### src/rtl/brick_ram_ctrl.sv
// Brick-wall state RAM with refill/video/hit arbitration, one access per clock.
// Optional BRICK_COUNT_EN adds a remaining-brick counter and wall-cleared pulse.
module brick_ram_ctrl #(
   parameter int ROWS = 8,
   parameter int COLS = 16,
   parameter int AW   = 7
) (
   input  logic          i_clk,
   input  logic          i_reset,
   input  logic          i_new_wall,
   input  logic          i_vid_req,
   input  logic [AW-1:0] i_vid_addr,
   output logic          o_brick_display,
   input  logic          i_hit_req,
   input  logic [AW-1:0] i_hit_addr,
   output logic          o_hit_ack,
   output logic          o_hit_was_brick,
   output logic          o_busy
`ifdef BRICK_COUNT_EN
   ,
   output logic [AW:0]   o_bricks_left,
   output logic          o_wall_cleared
`endif
);

   localparam int          CELLS_I = ROWS * COLS;
   localparam logic [AW:0] CELLS   = (AW+1)'(CELLS_I);
   localparam logic [AW:0] LAST    = CELLS - 1'b1;

   typedef enum logic [1:0] {
      FILL,
      RUN,
      HIT_WR
   } state_t;

   state_t               r_state;
   state_t               w_state_nxt;
   logic [CELLS_I-1:0]   r_mem;
   logic [AW:0]          r_ptr;
   logic                 r_disp;
   logic                 r_ack;
   logic                 r_was;
   logic                 r_hit_bit;

   logic                 w_vid_gnt;
   logic                 w_hit_gnt;
   logic                 w_hit_done;
   logic                 w_fill_wr;
   logic                 w_refill;
   logic                 w_vid_ok;
   logic                 w_hit_ok;
   logic                 w_vid_bit;
   logic                 w_hit_bit;

   assign w_vid_ok  = {1'b0, i_vid_addr} < CELLS;
   assign w_hit_ok  = {1'b0, i_hit_addr} < CELLS;
   assign w_vid_bit = w_vid_ok & r_mem[i_vid_addr];
   assign w_hit_bit = w_hit_ok & r_mem[i_hit_addr];

   // A request still high during its own ack cycle is not re-granted.
   always_comb begin
      w_state_nxt = r_state;
      w_vid_gnt   = 1'b0;
      w_hit_gnt   = 1'b0;
      w_hit_done  = 1'b0;
      w_fill_wr   = 1'b0;
      w_refill    = 1'b0;
      if (i_new_wall) begin
         w_refill    = 1'b1;
         w_state_nxt = FILL;
      end else begin
         unique case (r_state)
            FILL: begin
               w_fill_wr = 1'b1;
               if (r_ptr == LAST) w_state_nxt = RUN;
            end
            RUN: begin
               if (i_vid_req) begin
                  w_vid_gnt = 1'b1;
               end else if (i_hit_req && !r_ack) begin
                  w_hit_gnt   = 1'b1;
                  w_state_nxt = HIT_WR;
               end
            end
            HIT_WR: begin
               if (i_vid_req) begin
                  w_vid_gnt = 1'b1;
               end else begin
                  w_hit_done  = 1'b1;
                  w_state_nxt = RUN;
               end
            end
            default: w_state_nxt = FILL;
         endcase
      end
   end

   always_ff @(posedge i_clk or posedge i_reset) begin
      if (i_reset) begin
         r_state   <= FILL;
         r_mem     <= '0;
         r_ptr     <= '0;
         r_disp    <= 1'b0;
         r_ack     <= 1'b0;
         r_was     <= 1'b0;
         r_hit_bit <= 1'b0;
      end else begin
         r_state <= w_state_nxt;
         r_ack   <= w_hit_done;
         r_was   <= w_hit_done & r_hit_bit;
         if (w_refill) begin
            r_ptr <= '0;
         end else if (w_fill_wr) begin
            r_mem[r_ptr[AW-1:0]] <= 1'b1;
            r_ptr                <= r_ptr + 1'b1;
         end
         if (w_refill || r_state == FILL) begin
            r_disp <= 1'b0;
         end else if (w_vid_gnt) begin
            r_disp <= w_vid_bit;
         end
         if (w_hit_gnt) r_hit_bit <= w_hit_bit;
         if (w_hit_done && w_hit_ok) r_mem[i_hit_addr] <= 1'b0;
      end
   end

   assign o_brick_display = r_disp;
   assign o_hit_ack       = r_ack;
   assign o_hit_was_brick = r_was;
   assign o_busy          = (r_state == FILL);

`ifdef BRICK_COUNT_EN
   logic [AW:0] r_left;
   logic        r_clr;

   // Count moves on the same edge that raises the ack it accounts for.
   always_ff @(posedge i_clk or posedge i_reset) begin
      if (i_reset) begin
         r_left <= '0;
         r_clr  <= 1'b0;
      end else begin
         r_clr <= 1'b0;
         if (w_refill) begin
            r_left <= '0;
         end else if (r_state == FILL) begin
            r_left <= (w_state_nxt == RUN) ? CELLS : '0;
         end else if (w_hit_done && r_hit_bit && r_left != '0) begin
            r_left <= r_left - 1'b1;
            r_clr  <= (r_left == (AW+1)'(1));
         end
      end
   end

   assign o_bricks_left  = r_left;
   assign o_wall_cleared = r_clr;
`endif

endmodule

### config.mk
export PLATFORM = sky130hd
export DESIGN_NAME = brick_ram_ctrl
export DESIGN_NICKNAME = d
export VERILOG_FILES = /design/src/rtl/brick_ram_ctrl.sv
export SDC_FILE = /design/constraint.sdc
export NUM_CORES = 1
export LEC_CHECK = 0
export CORE_ASPECT_RATIO = 1.4
export CORE_MARGIN = 8
export CORE_UTILIZATION = 50
export DETAILED_ROUTE_END_ITERATION = 8
export PLACE_DENSITY = 0.67
export SLEW_MARGIN = 20
export SYNTH_ARGS = -nofsm -noshare
export SYNTH_HDL_FRONTEND = slang
export SYNTH_SLANG_ARGS = --single-unit
### constraint.sdc
create_clock -name i_clk -period 8.13 [get_ports i_clk]
set_clock_uncertainty 0.05 [all_clocks]
set_input_delay 1.626 -clock i_clk [delete_from_list [all_inputs] [get_ports i_clk]]
set_output_delay 1.626 -clock i_clk [all_outputs]
set_load 0.01 [all_outputs]
==> qor.csv <==
stage;metric;value;unit
layout;multi_input_area;4230;sq um
synth;synth_warnings;0;
worst_setup_path;cp_cell_sequence;clkdlybuf4s50_1 -> buf_4 -> nor2b_1 -> a221o_1 -> a21oi_1 -> nor4_1 -> o221ai_1;
synth;synthMuxAreaShare;15.5;%
layout;stdcell_area;9020;sq um
global_routing;grt_antenna_before_repair;0;
worst_setup_path;crit_family;simple AND/OR/NAND/NOR gates;
global_routing;grt_pass1_vias;7389;
job;drv_cap;0;
worst_setup_path;critPathBufInv;2;
clock_tree;clkLatencyLatePin;0.43;ns
power;swShare;28.9;%
worst_setup_path;cp.arrival;4.33;ns
synth;synth-xor-area-share;0.656;%
global_routing;overflow;0;
synth;yosysMostFrequentCell;a21oi_1;
clock_tree;postCtsSetupBuffers;0;
synth;synth_area_leaders;dfrtp_1 44%, a21oi_1 17%, mux4_2 7.3%;
timing;tns;0;ns
synth;synthSimpleGateAreaFrac;9.52;%
synth;synth_area_leader_cell;dfrtp_1;
power;p_switching;548;uW
placement;portBuffers;22;
timing;rsz0062_at_grt;no;
clock_tree;clockBufferDepth;2;
timing;tightest_slew;1.15;ns
floorplan;io_pins;23;
drt;initialDrtViolationCount;1189;
power;p_per_area;211;nW/um^2
worst_hold_path;hold_class;reg2reg;
placement;post-dp-hpwl;19600;um
synth;ys_seq_area_share;44.3;%
clock_tree;h-tree-depth;4;
worst_setup_path;crit_slowest_cell;nor2b_1;
layout;diodes;0;
clock_tree;path_clk_slew;0.06;ns
synth;synth_compound_area_share;25.3;%
floorplan;die_y;166;um
drt;final_antenna_net_count;0;
synth;ys_seq_elements;142;
floorplan;die-area;20400;sq um
layout;drive_above_1_share;13.1;%
power;intPower;1350;uW
drt;viasPerCell;7.47;
drt;via_count;7466;
power;peakVddDrop;164;uV
clock_tree;clock-sinks;142;
power;pwr-share-clk;43.1;%
power;total_leakage_power;0.00385;uW
synth;synth_top_area_share;44.3;%
power;seq_power_share;41.0;%
worst_setup_path;worstSetupPathType;in2reg;
synth;synth_edf_count;0;
clock_tree;cts_tree;yes;
worst_setup_path;path_max_fanout;38;
global_routing;grt_max_degree;75;
synth;synth_cell_type_count;58;
global_routing;grt_pass1_wl;45000;um
synth;async_reset_ff_share;100;%
synth;postSynthAreaPerCell;10.1;sq um
placement;dp.cells;968;
timing;finalCriticalPeriod;4.12;ns
layout;nNetsFinal;812;
drt;drt-total-wl;29600;um
timing;finalSetupViolCount;0;
timing;final_max_slew_viol_count;0;
synth;synth_top_family_by_area;compound AO/OA/AOI/OAI gates;
floorplan;start_util;50.2;%
drt;first_pass_iters;6;
layout;final_cells;1000;
synth;synth_common_cells;265 x a21oi_1, 142 x dfrtp_1, 39 x nor2_1, 38 x clkbuf_1;
synth;syn_area;8020;sq um
clock_tree;holdBufCountCts;0;
floorplan;die_w;123;um
synth;synthAdderAreaFrac;0.624;%
synth;syn-num-nets;815;
synth;synth_ff_type;dfrtp_1;
worst_setup_path;cp_slowest_stage_delay;0.78;ns
worst_setup_path;cp-end-kind;flip-flop;
layout;seq_area;3550;sq um
global_routing;grt_usage;29.5;%
layout;fillers;1388;
placement;place.gp.congestion;0.967;
floorplan;rows;55;
timing;timing_hold_violations_final;0;
layout;syn_to_final_growth;12.5;%
power;p_comb_share;15.9;%
outcome;outcome;finished, final reports clean;
clock_tree;cts-resized-gates;0;
drt;drc;0;
timing;slew_headroom;23.6;%
clock_tree;numCtsBuffers;17;
synth;syn_inst;792;
clock_tree;cts_root_buf;clkbuf_16;
worst_setup_path;startpoint_type;input pin;
worst_setup_path;critPathRequiredTime;8.34;ns
drt;wl_per_cell;29.6;um
floorplan;coreArea;16000;sq um
timing;max_freq;0.243;GHz
placement;place_area;8390;sq um
timing;finalCritPeriodShare;50.7;%
## layout by cell type (no fill, tap or decap), types with 3 or more instances in the layout
master,count
clkinv_2,4
and3_1,5
nor2b_2,3
a31oi_1,10
nor2_1,38
a41oi_1,3
mux4_1,12
inv_1,9
mux4_2,26
mux2i_1,22
o2bb2ai_1,5
clkbuf_16,17
xor2_1,4
a222oi_1,3
o22ai_1,4
a221o_1,7
nor3_1,21
and2_1,3
bufinv_16,3
nor3_2,3
dfrtp_1,142
ha_1,4
nor2b_1,12
nand3b_1,3
nor4_2,4
o21ai_0,7
a221oi_1,11
nand2b_1,14
a22o_1,7
clkbuf_8,4
a22oi_1,14
nand3_1,5
nand2_1,18
a21oi_1,265
clkdlybuf4s50_1,20
mux2_2,11
buf_4,16
nor3b_1,5
## final cells by class
class,instances,share of cell area (%)
Multi-Input combinational cell,580,46.9
Sequential cell,142,39.4
Clock buffer,21,5.33
Timing Repair Buffer,38,3.66
Tap cell,199,2.76
Clock inverter,10,1.50
Inverter,10,0.472
## state kept, by name (all words and copies together), names as in the netlist
register / count
r_mem: 128
o_hit_was_brick: 1
o_hit_ack: 1
r_ptr: 8
o_brick_display: 1
r_hit_bit: 1
r_state: 2
## per-layer routing
layer / global-route usage [%] / routed length [um] / up-vias
met5: 0 / 0 / -
met4: 20.8 / 1980 / 0
met3: 7.86 / 3070 / 136
met2: 43.5 / 13700 / 565
met1: 36.4 / 10800 / 3721
li1: - / - / 3044
## tightest hold or removal path: cells and delay by family, from the launching register on
kind	cells	cell delay, ns
DFF	1	0.35
AOI/OAI and AO/OA	2	0.15
## worst paths after layout
check	start	slack [ns]	depth (start not counted)	to
worst max register to register	r_state[0]$_DFFE_PP0P_	5.27	7	r_mem[85]$_DFF_PP0_
max in group asynchronous	i_reset	5.00	3	r_mem[122]$_DFF_PP0_
worst max-delay path	i_hit_addr[1]	4.01	7	r_hit_bit$_DFFE_PP0P_
worst min register to register	r_mem[81]$_DFF_PP0_	0.50	2	r_mem[81]$_DFF_PP0_
worst min-delay path	r_mem[81]$_DFF_PP0_	0.50	2	r_mem[81]$_DFF_PP0_
min in group asynchronous	i_reset	1.63	2	r_mem[14]$_DFF_PP0_
## cell families (layout without fill, tap and decap cells)
| family | count (synthesis) | count (layout) |
|---|---|---|
| flip-flops | 142 | 142 |
| multiplexers | 71 | 71 |
| AND/OR/NAND/NOR | 147 | 147 |
| AO/OA/AOI/OAI | 352 | 352 |
| XOR/XNOR | 6 | 6 |
| buffers and inverters | 70 | 79 |
| adder cells (fa/ha/maj) | 4 | 4 |
## power groups by stage
stage	sequential, uW	combinational (uW)	clock (uW)
floorplan	767	201	0
global placement	787	289	0
detailed placement	790	294	0
CTS	778	295	823
global route	782	320	852
finish	779	301	819
## stage by stage
step           hold WS (ns)  utilization, %  total power, uW  worst slack [ns]
2_1_floorplan         0.434               -              968              2.64
3_3_place_gp          0.470            52.5             1080              3.73
3_5_place_dp          0.485            52.5             1080              3.70
4_1_cts               0.498            56.4             1900              4.12
5_1_grt               0.522            56.5             1950              3.89
6_report              0.499            56.5             1900              4.01
Power figures use the tool's default switching activity.
